$ cat src/rtl/parser_lit_arbiter_pkg.sv
// ---------------------------------------------------------------------------
// parser_lit_pkg
//   Shared constants and types for the literal-parser output arbiter.
//   LIT_WIDTH   : literal token word width
//   NUM_LIT_REQ : number of literal parser FIFOs sharing the output port
//   LIT_SRC_W   : source-tag width, ceil(log2(NUM_LIT_REQ))
//   lit_entry_t : one output-buffer entry, {src, data}
// ---------------------------------------------------------------------------
package parser_lit_pkg;

  localparam int LIT_WIDTH   = 85;
  localparam int NUM_LIT_REQ = 4;
  localparam int LIT_SRC_W   = 2;

  typedef struct packed {
    logic [LIT_SRC_W-1:0] src;
    logic [LIT_WIDTH-1:0] data;
  } lit_entry_t;

  // Wraps an index that has overshot by at most one lap of n slots.
  function automatic int rr_wrap(input int idx, input int n);
    return (idx >= n) ? idx - n : idx;
  endfunction

endpackage

$ cat src/rtl/parser_lit_arbiter_if.sv
// ---------------------------------------------------------------------------
// parser_lit_arbiter_if
//   Literal output stream: valid/ready handshake carrying a word and the
//   index of the source FIFO it came from.
//   lit_valid : word available          (master -> slave)
//   lit_data  : literal word            (master -> slave)
//   lit_src   : supplying source index  (master -> slave)
//   lit_ready : downstream accepts word (slave -> master)
// ---------------------------------------------------------------------------
interface parser_lit_arbiter_if #(
  parameter int WIDTH = parser_lit_pkg::LIT_WIDTH,
  parameter int SRC_W = parser_lit_pkg::LIT_SRC_W
);

  logic             lit_valid;
  logic [WIDTH-1:0] lit_data;
  logic [SRC_W-1:0] lit_src;
  logic             lit_ready;

  modport master (output lit_valid, output lit_data, output lit_src, input lit_ready);
  modport slave  (input lit_valid, input lit_data, input lit_src, output lit_ready);

endinterface

$ cat src/rtl/parser_lit_arbiter_skid_buf.sv
// ---------------------------------------------------------------------------
// lit_skid_buf
//   Two-entry FIFO of {src, data} words feeding the literal output port.
//   The head entry drives the output directly, so the output never has a
//   combinational path from the write side.
//   clk, rst_n           : clock, async active-low reset
//   push, push_src/data  : write one entry at the tail
//   pop                  : remove the head entry (ignored when empty)
//   occ                  : occupancy 0..2
//   head_src, head_data  : head entry contents
// The caller guarantees no push arrives while full without a pop.
// ---------------------------------------------------------------------------
module lit_skid_buf #(
  parameter int WIDTH = 85,
  parameter int SRC_W = 2
) (
  input  logic             clk,
  input  logic             rst_n,
  input  logic             push,
  input  logic [SRC_W-1:0] push_src,
  input  logic [WIDTH-1:0] push_data,
  input  logic             pop,
  output logic [1:0]       occ,
  output logic [SRC_W-1:0] head_src,
  output logic [WIDTH-1:0] head_data
);

  localparam int ENTRY_W = SRC_W + WIDTH;

  logic [ENTRY_W-1:0] head_q;
  logic [ENTRY_W-1:0] tail_q;
  logic [1:0]         occ_q;
  logic [ENTRY_W-1:0] push_ent;
  logic               do_pop;

  assign push_ent = {push_src, push_data};
  assign do_pop   = pop && (occ_q != 2'd0);

  // NOTE: both entries are reset, not just occupancy -- the head register is
  // the visible output and must read as zero out of reset.
  // NOTE: state is updated with non-blocking assignments so every register
  // in this block samples the pre-edge values of its neighbours.
  always_ff @(posedge clk or negedge rst_n) begin
    if (!rst_n) begin
      occ_q  <= 2'd0;
      head_q <= '0;
      tail_q <= '0;
    end else begin
      case (occ_q)
        2'd0: begin
          if (push) begin
            head_q <= push_ent;
            occ_q  <= 2'd1;
          end
        end
        2'd1: begin
          if (push && do_pop) begin
            head_q <= push_ent;          // replace head, occupancy unchanged
          end else if (push) begin
            tail_q <= push_ent;
            occ_q  <= 2'd2;
          end else if (do_pop) begin
            occ_q  <= 2'd0;
          end
        end
        default: begin
          if (do_pop) begin
            head_q <= tail_q;            // tail advances to head
            if (push) begin
              tail_q <= push_ent;
            end else begin
              occ_q  <= 2'd1;
            end
          end
        end
      endcase
    end
  end

  assign occ       = occ_q;
  assign head_src  = head_q[ENTRY_W-1:WIDTH];
  assign head_data = head_q[WIDTH-1:0];

endmodule

$ cat src/rtl/parser_lit_arbiter.sv
// ---------------------------------------------------------------------------
// parser_lit_arbiter
//   Round-robin arbiter draining NUM_REQ literal parser FIFOs (fixed 1-cycle
//   read latency) into one valid/ready literal output port. A credit check
//   keeps at most two words owned by the arbiter (in flight + buffered), so
//   the 2-entry output buffer never overflows and a single busy source still
//   streams one word per cycle.
//   clk, rst_n  : clock, async active-low reset
//   req_en      : per-source arbitration enable
//   fifo_empty  : per-source empty flag
//   fifo_dout   : per-source read data, slice i = [i*WIDTH +: WIDTH]
//   fifo_rd_en  : per-source read strobe, one-hot or zero
//   busy        : read in flight or output buffer non-empty
//   lit         : literal output stream (master side)
// ---------------------------------------------------------------------------
module parser_lit_arbiter
  import parser_lit_pkg::*;
#(
  parameter int NUM_REQ = NUM_LIT_REQ,
  parameter int WIDTH   = LIT_WIDTH,
  parameter int SRC_W   = LIT_SRC_W
) (
  input  logic                     clk,
  input  logic                     rst_n,
  input  logic [NUM_REQ-1:0]       req_en,
  input  logic [NUM_REQ-1:0]       fifo_empty,
  input  logic [NUM_REQ*WIDTH-1:0] fifo_dout,
  output logic [NUM_REQ-1:0]       fifo_rd_en,
  output logic                     busy,
  parser_lit_arbiter_if.master     lit
);

  logic [NUM_REQ-1:0] eligible;
  logic [SRC_W-1:0]   rr_ptr;
  logic [SRC_W-1:0]   rr_next;
  logic [SRC_W-1:0]   grant_idx;
  logic               grant_vld;
  logic               credit_ok;
  logic               issue;
  logic               pop;
  logic               inflight;
  logic [SRC_W-1:0]   inflight_src;
  logic [WIDTH-1:0]   cap_data;
  logic [1:0]         occ;
  int                 cand;

  assign eligible = req_en & ~fifo_empty;
  assign pop      = lit.lit_valid & lit.lit_ready;

  // occ + inflight - pop < 2, with pop moved to the right-hand side so the
  // unsigned arithmetic never goes negative.
  assign credit_ok = ({1'b0, occ} + {2'b0, inflight}) < (3'd2 + {2'b0, pop});

  // NOTE: every output of this block is given a default before the search
  // loop, so no path through it can leave a value held (no latch).
  always_comb begin
    grant_vld = 1'b0;
    grant_idx = '0;
    cand      = 0;
    for (int off = 0; off < NUM_REQ; off++) begin
      cand = rr_wrap(int'(rr_ptr) + off, NUM_REQ);
      if (!grant_vld && eligible[cand]) begin
        grant_vld = 1'b1;
        grant_idx = SRC_W'(cand);
      end
    end
  end

  // Gating with rst_n drops the strobe the instant reset asserts rather than
  // waiting for the registered state to clear.
  assign issue = grant_vld & credit_ok & rst_n;

  always_comb begin
    fifo_rd_en = '0;
    if (issue) begin
      fifo_rd_en[grant_idx] = 1'b1;
    end
  end

  assign rr_next = (grant_idx == SRC_W'(NUM_REQ - 1)) ? '0 : grant_idx + SRC_W'(1);

  always_ff @(posedge clk or negedge rst_n) begin
    if (!rst_n) begin
      rr_ptr       <= '0;
      inflight     <= 1'b0;
      inflight_src <= '0;
    end else begin
      inflight <= issue;
      if (issue) begin
        rr_ptr       <= rr_next;
        inflight_src <= grant_idx;
      end
    end
  end

  // Source data is valid the cycle after the strobe; select it by the
  // remembered grant, independent of req_en changes since then.
  assign cap_data = fifo_dout[int'(inflight_src)*WIDTH +: WIDTH];

  lit_skid_buf #(
    .WIDTH (WIDTH),
    .SRC_W (SRC_W)
  ) u_skid_buf (
    .clk       (clk),
    .rst_n     (rst_n),
    .push      (inflight),
    .push_src  (inflight_src),
    .push_data (cap_data),
    .pop       (pop),
    .occ       (occ),
    .head_src  (lit.lit_src),
    .head_data (lit.lit_data)
  );

  assign lit.lit_valid = (occ != 2'd0);
  assign busy          = inflight | (occ != 2'd0);

endmodule

$ cat src/flat_wrapper.sv
// flat-port wrapper written by rule: the top's interface ports become plain ports
module parser_lit_arbiter_flat import parser_lit_pkg::*;
#(
  parameter int NUM_REQ = NUM_LIT_REQ,
  parameter int WIDTH   = LIT_WIDTH,
  parameter int SRC_W   = LIT_SRC_W
)
  (clk, rst_n, req_en, fifo_empty, fifo_dout, fifo_rd_en, busy, lit_lit_valid, lit_lit_data, lit_lit_src, lit_lit_ready);
  parser_lit_arbiter_if #(.WIDTH(WIDTH), .SRC_W(SRC_W)) lit_i ();
  input  logic clk;
  input  logic rst_n;
  input  logic [NUM_REQ-1:0] req_en;
  input  logic [NUM_REQ-1:0] fifo_empty;
  input  logic [NUM_REQ*WIDTH-1:0] fifo_dout;
  output logic [NUM_REQ-1:0] fifo_rd_en;
  output logic busy;
  output wire logic [$bits(lit_i.lit_valid)-1:0] lit_lit_valid;
  output wire logic [$bits(lit_i.lit_data)-1:0] lit_lit_data;
  output wire logic [$bits(lit_i.lit_src)-1:0] lit_lit_src;
  input wire logic [$bits(lit_i.lit_ready)-1:0] lit_lit_ready;
  assign lit_lit_valid = lit_i.lit_valid;
  assign lit_lit_data = lit_i.lit_data;
  assign lit_lit_src = lit_i.lit_src;
  assign lit_i.lit_ready = lit_lit_ready;
  parser_lit_arbiter #(.NUM_REQ(NUM_REQ), .WIDTH(WIDTH), .SRC_W(SRC_W)) u_core (.clk(clk), .rst_n(rst_n), .req_en(req_en), .fifo_empty(fifo_empty), .fifo_dout(fifo_dout), .fifo_rd_en(fifo_rd_en), .busy(busy), .lit(lit_i));
endmodule
$ cat config.mk
export PLATFORM = sky130hd
export DESIGN_NAME = parser_lit_arbiter_flat
export DESIGN_NICKNAME = d
export VERILOG_FILES = /design/src/rtl/parser_lit_arbiter_pkg.sv /design/src/rtl/parser_lit_arbiter_if.sv /design/src/rtl/parser_lit_arbiter_skid_buf.sv /design/src/rtl/parser_lit_arbiter.sv /design/src/flat_wrapper.sv
export SDC_FILE = /design/constraint.sdc
export NUM_CORES = 1
export LEC_CHECK = 0
export ABC_AREA = 1
export CORE_MARGIN = 10
export CORE_UTILIZATION = 28
export DETAILED_ROUTE_END_ITERATION = 10
export DONT_BUFFER_PORTS = 1
export PLACE_DENSITY = 0.45
export SLEW_MARGIN = 20
export SYNTH_ARGS = -nofsm -noshare
export SYNTH_HDL_FRONTEND = slang
export SYNTH_SLANG_ARGS = --single-unit
$ cat constraint.sdc
create_clock -name clk -period 2 [get_ports clk]
set_input_delay 0.6 -clock clk [delete_from_list [all_inputs] [get_ports clk]]
set_output_delay 0.6 -clock clk [all_outputs]
set_load 0.02 [all_outputs]
# Word level (Yosys, flattened, before mapping)
# Cells that the tools add are included.
# totals
regBits	181
latch_bits	0
ram_bits	0
mem_bits_ro	0
out_inout_bits	93
wordCells	102
n_memories	0
# op_classes
n_addsub	10
n_mul	1
div_mod_pow	0
magnitude_cmp	11
n_eq_ne	7
shifts	1
muxes	43
n_bitwise	7
reduce_logical	16
# op_table
op	n
2-to-1 mux 87 bit	6
case mux 87 bit (2 select lines)	2
indexed part select 340 x 32 -> 85 bit	1
less-than comparator 32 x 4 -> 1 bit, second input constant	4
2-to-1 mux 32 bit	4
>= comparator 32 x 4 -> 1 bit, second input constant	3
subtractor 32 x 4 -> 32 bit, second input constant	3
2-to-1 mux 2 bit	11
2-to-1 mux 1 bit	13
multiplier 2 x 7 -> 9 bit, second input constant	1
binary-select mux 1 bit (select 2 bit)	4
adder 2 x 2 -> 3 bit, second input constant	2
logical AND 1 bit	6
AND reduction 3 bit	2
AND reduction 5 bit	1
AND 4 bit	1
2-to-1 mux 4 bit	1
inequality test 2 bit, second input constant	2
inverter 4 bit	1
case mux 2 bit (2 select lines)	1
nonzero test 2 bit	2
subtractor 2 x 3 -> 4 bit, second input constant	1
adder 2 x 1 -> 3 bit	1
adder 2 x 1 -> 3 bit, first input constant	1
other kinds (18)	22

# Logic depth before layout (Yosys ltp)
# logic_depth
ltp_word	20
mapped_depth	13
ltp_nobuf	12

# Hierarchy
# A second synthesis with hierarchy kept.
# hier_totals
cells_unflattened	1634
area_unflattened_um2	10837.9
# by_module_without_submodules
mod	instances	cells_each	area_per_inst_um2
lit_skid_buf	1	1048	7915.1
parser_lit_arbiter	1	586	2922.8

# Least setup slack after synthesis
# Ideal clock, no wire load.
# synth_path
path_kind	input-to-output
startpoint	in fifo_empty[2]
endpoint	out fifo_rd_en[3]
arrival_time_ns	1.620
t_required_ns	1.400
setup_slack_ns	-0.220
cell_stages	11
path_buffers	0
cell_sequence	inv_1 > nand3_1 > nand2_2 > nand2_1 > nand2_1 > nand2_2 > nand2_1 > nand2_1 > a21oi_2 > inv_1 > nor2_1
# synth_between
elab_chain_len	20
# synth_rtl
element	line_no	rtl
from (decl)	flat_wrapper.sv:13	input logic [NUM_REQ-1:0] fifo_empty;
inverter 4 bit (*)	parser_lit_arbiter.sv:47	assign eligible = req_en & ~fifo_empty;
AND 4 bit (*)	parser_lit_arbiter.sv:47	
binary-select mux 1 bit (select 2 bit)	parser_lit_arbiter.sv:62	if (!grant_vld && eligible[cand]) begin
2-to-1 mux 1 bit (implied by the code) (2 in series)	parser_lit_arbiter.sv:62	
2-to-1 mux 1 bit	parser_lit_arbiter.sv:62	
logical NOT 1 bit	parser_lit_arbiter.sv:62	
logical AND 1 bit	parser_lit_arbiter.sv:62	
2-to-1 mux 1 bit	parser_lit_arbiter.sv:62	
[3 not listed]	--	
logical NOT 1 bit	parser_lit_arbiter.sv:62	
logical AND 1 bit	parser_lit_arbiter.sv:62	
2-to-1 mux 2 bit	parser_lit_arbiter.sv:62	
less-than comparator 2 x 3 -> 1 bit (implied by the code) or >= comparator 2 x 1 -> 1 bit (tied branches)	parser_lit_arbiter.sv:76	fifo_rd_en[grant_idx] = 1'b1;
logical AND 1 bit (implied by the code)	parser_lit_arbiter.sv:76	
2-to-1 mux 1 bit (implied by the code)	parser_lit_arbiter.sv:76	
demux 1 bit (select 2 bit)	--	
2-to-1 mux 4 bit (*)	parser_lit_arbiter.sv:75	if (issue) begin
to (decl)	flat_wrapper.sv:15	output logic [NUM_REQ-1:0] fifo_rd_en;
# Mark *: on every way between the ends. The rest lies on a longest branch, timed or not. The select of a mux whose other input is x is not followed.

# Final worst setup path
# layout_path
startpoint	reg u_core.rr_ptr[0]
endpoint	out fifo_rd_en[3]
# layout_between
elab_chain_len	20
# layout_rtl
element	line_no	rtl
from (decl)	parser_lit_arbiter.sv:34	logic [SRC_W-1:0] rr_ptr;
from (signal assigned)	parser_lit_arbiter.sv:90	rr_ptr <= rr_next;
parallel branches: the longest is 19 deep, another holds subtractor 32 x 4 -> 32 bit	--	
2-to-1 mux 4 bit (*)	parser_lit_arbiter.sv:75	
# Every way passes the cells marked *. The select of a mux whose other input is x is not followed.

==> impl_metrics.yaml <==
route:
  drt-initial-drc-count: 676
  drc: 0
  routed_wl_um: 36700
  final_antenna_net_count: 0
  vias: 9418
  post_drt_wl_per_cell_um: 20.7
  vias_per_cell: 5.31
  drt_first_pass_iters: 7
cells_and_area:
  n_antenna_cell: 0
  utilization: 0.332
  final_cell_mix: "305 x nand2_1, 217 x o21ai_0, 216 x nor2_1"
  drive_gt1_frac: 0.121
  layout_commonest_cell: "nand2_1"
  syn_to_final_growth_pct: 16.5
  nets: 1651
cts:
  cts_max_path_buffers: 2
  h-tree-depth: 4
  cts_tree: "done"
  cts.clk_slew.worst_paths_ns: 0.07
  cts_buffers: 17
  insertion_delay_ns: 0.44
  clockRootBuffer: "clkbuf_16"
  cts_num_sinks: 181
setup_path:
  worstSetupEndpointType: "output pin"
  critPathSlowestCell: "dfrtp_2"
  path_buf_inv: 3
  path_class: "register to output pin"
  r2r-start: "u_core.u_skid_buf.occ[1]$_DFFE_PN0P_"
  cp.arrival_ns: 2.00
  startpoint: "u_core.rr_ptr[0]$_DFFE_PN0P_"
  worstPathCellList: "buf_8 > nand3_4 > nand2_2 > buf_6 > nor2_4 > nand4_1 > a21oi_4 > inv_2 > nor2_4"
  worstPathRequired_ns: 1.40
  cp_max_fo: 6
  cpMostUsedCell: "nor2_4"
  max_stage_delay_ns: 0.44
  cp-start-kind: "register"
  critPathTopFamily: "simple AND/OR/NAND/NOR gates"
  r2r_slack_ns: 0.12
place:
  gp_congestion: 0.810
  port_buffers: 0
  post-dp-hpwl_um: 25400
pwr:
  powerDensity_nw_per_um2: 1880
  p_clk_frac: 0.167
  switching_share: 0.471
  power.leakage_nw: 4.83
  power.internal_w: 0.0118
  p_comb_frac: 0.476
  pwr-share-seq: 0.358
  worst_ir_drop_vdd_mv: 0.759
  p_switching_w: 0.0105
sta:
  period_share: 1.30
  setup_slack_ns: -0.596
  fin_crit_ns: 2.60
  clock-skew-final_ns: 0.00809
  maxSlewHeadroom: 0.448
  holdWs_ns: -0.141
  slew_violations: 0
  hold_viol: 180
  rsz0062_at_grt: "true"
  tightest_slew_ns: 0.828
  setup_viol_count_final: 5
  max_freq_mhz: 385
  totalNegativeSetupSlack_ns: -2.32
floorplanning:
  die_area_sq_um: 44300
  start_util: 0.285
  num_rows: 69
  io_pins: 444
  die_w_um: 210
  die_y_um: 210
  core_sq_um: 35700
global_routing:
  gr-total-overflow: 0
  grt_pass1_wl_um: 54600
  grt_max_degree: 183
  grt_antenna_before_repair: 0
  grt_pass1_vias: 9216
  track_usage: 0.154
yosys:
  yosys.area.top_type: "dfrtp_1"
  synthTopCellsByArea: "dfrtp_1 45%, nand2_1 12%, o21ai_0 11%"
  synth.distinct_cells: 29
  synthCells: 1338
  synth_top_area_share: 0.446
  syn-num-nets: 1691
  avgSynthCellArea_sq_um: 7.59
  yosys_warnings: 0
  synth_seq_cells: 181
  netlist_area_sq_um: 10200
  yosysSeqAreaShare: 0.446
run_status:
  status: "finished with violations"
  violations: "negative hold slack, negative setup slack"
job:
  drv_cap: 0
worst_hold_path:
  hp-class: "input pin to asynchronous set/reset pin"
-- synth_stat cells --
| library cell | n |
|---|---|
| nand2_1 | 324 |
| o22a_1 | 46 |
| inv_1 | 12 |
| o22ai_1 | 40 |
| o21a_1 | 46 |
| clkinv_2 | 1 |
| nand3_2 | 6 |
| a31oi_1 | 41 |
| ha_1 | 2 |
| o21ai_1 | 5 |
| clkbuf_1 | 54 |
| nor2_2 | 1 |
| o21ai_0 | 218 |
| a21oi_2 | 2 |
| a21oi_1 | 3 |
| and3_1 | 1 |
| nand3_1 | 12 |
| buf_2 | 39 |
| clkbuf_2 | 1 |
| dfrtp_1 | 181 |
| nor2_1 | 218 |
| buf_6 | 2 |
| o211ai_1 | 46 |
| nand2_2 | 9 |
| buf_4 | 7 |
| nand4_1 | 4 |
| nor2_4 | 1 |
| buf_1 | 9 |
| inv_2 | 7 |
-- worst register-to-register path, stage by stage, from the launching register on --
cell and delay, ns:
dfrtp_4 0.50, buf_6 0.13, inv_4 0.05, nand2_4 0.04, buf_6 0.13, inv_4 0.06
nor2_1 0.07, nor2_4 0.18, buf_6 0.15, buf_12 0.16, o211ai_1 0.16, o21a_1 0.15
-- final timing paths --
path                                                            endpoint  cells after the start
worst min register to register  u_core.u_skid_buf.tail_q[64]$_DFFE_PN0P_                      2
worst max-delay path                                       fifo_rd_en[3]                      9
worst max register to register  u_core.u_skid_buf.head_q[53]$_DFFE_PN0P_                     11
max in group asynchronous       u_core.u_skid_buf.head_q[50]$_DFFE_PN0P_                      0
worst min-delay path            u_core.u_skid_buf.head_q[19]$_DFFE_PN0P_                      0
min in group clk                    u_core.u_skid_buf.occ[1]$_DFFE_PN0P_                      3
-- through the flow --
step / power (W) / cells / hold slack (ns) / setup slack (ns) / cell area, sq um
2_1_floorplan: 0.0147 / 1338 / 0.304 / -0.0900 / 10200
3_3_place_gp: 0.0176 / 1724 / 0.310 / -0.203 / 10800
3_5_place_dp: 0.0178 / 1724 / 0.312 / -0.219 / 10800
4_1_cts: 0.0219 / 1761 / -0.179 / -0.581 / 11500
5_1_grt: 0.0242 / 1772 / -0.187 / -0.718 / 11800
6_report: 0.0223 / 1772 / -0.141 / -0.596 / 11800
-- logic make-up after synthesis --
family / count (synthesis) / share of synthesized area
AND/OR/NAND/NOR: 576 / 0.223
AO/OA/AOI/OAI: 447 / 0.271
flip-flops: 181 / 0.446
buffers and inverters: 132 / 0.0579
adder cells (fa/ha/maj): 2 / 0.00246
-- registers in the layout, summed over array words and instances, names as in the netlist --
name and cells:
u_core.u_skid_buf.head_q 87, u_core.inflight 1, u_core.u_skid_buf.tail_q 87, u_core.inflight_src 2
u_core.u_skid_buf.occ 2, u_core.rr_ptr 2
-- what timing repair did --
action	CTS	global route
hold endpoints to repair	181	181
buffers inserted	5	8
pin swaps	16	23
cloned	0	3
setup endpoints to repair	5	36
resized for setup	26	35
-- layout make-up --
class	instances	area (sq um)
Fill cell	3793	23800
Multi-Input combinational cell	1025	5290
Sequential cell	181	4540
Timing Repair Buffer	53	663
Tap cell	461	577
Clock buffer	17	425
Clock inverter	15	214
Inverter	20	110
-- layer usage --
| layer | global-route usage | vias to the layer above | share of wire |
|---|---|---|---|
| li1 | - | 4505 | - |
| met1 | 0.184 | 4532 | 0.41 |
| met2 | 0.257 | 338 | 0.50 |
| met3 | 0.0472 | 43 | 0.073 |
| met4 | 0.0572 | 0 | 0.022 |
| met5 | 0 | - | 0 |
-- power groups by stage --
stage	Clock, W	Sequential, W	Combinational (W)
2_1_floorplan	0	0.00743	0.00731
3_3_place_gp	0	0.00806	0.00957
3_5_place_dp	0	0.00808	0.00976
4_1_cts	0.00385	0.00804	0.0100
5_1_grt	0.00400	0.00822	0.0119
6_report	0.00371	0.00797	0.0106
Note: power is estimated with default switching activity, not from simulation.
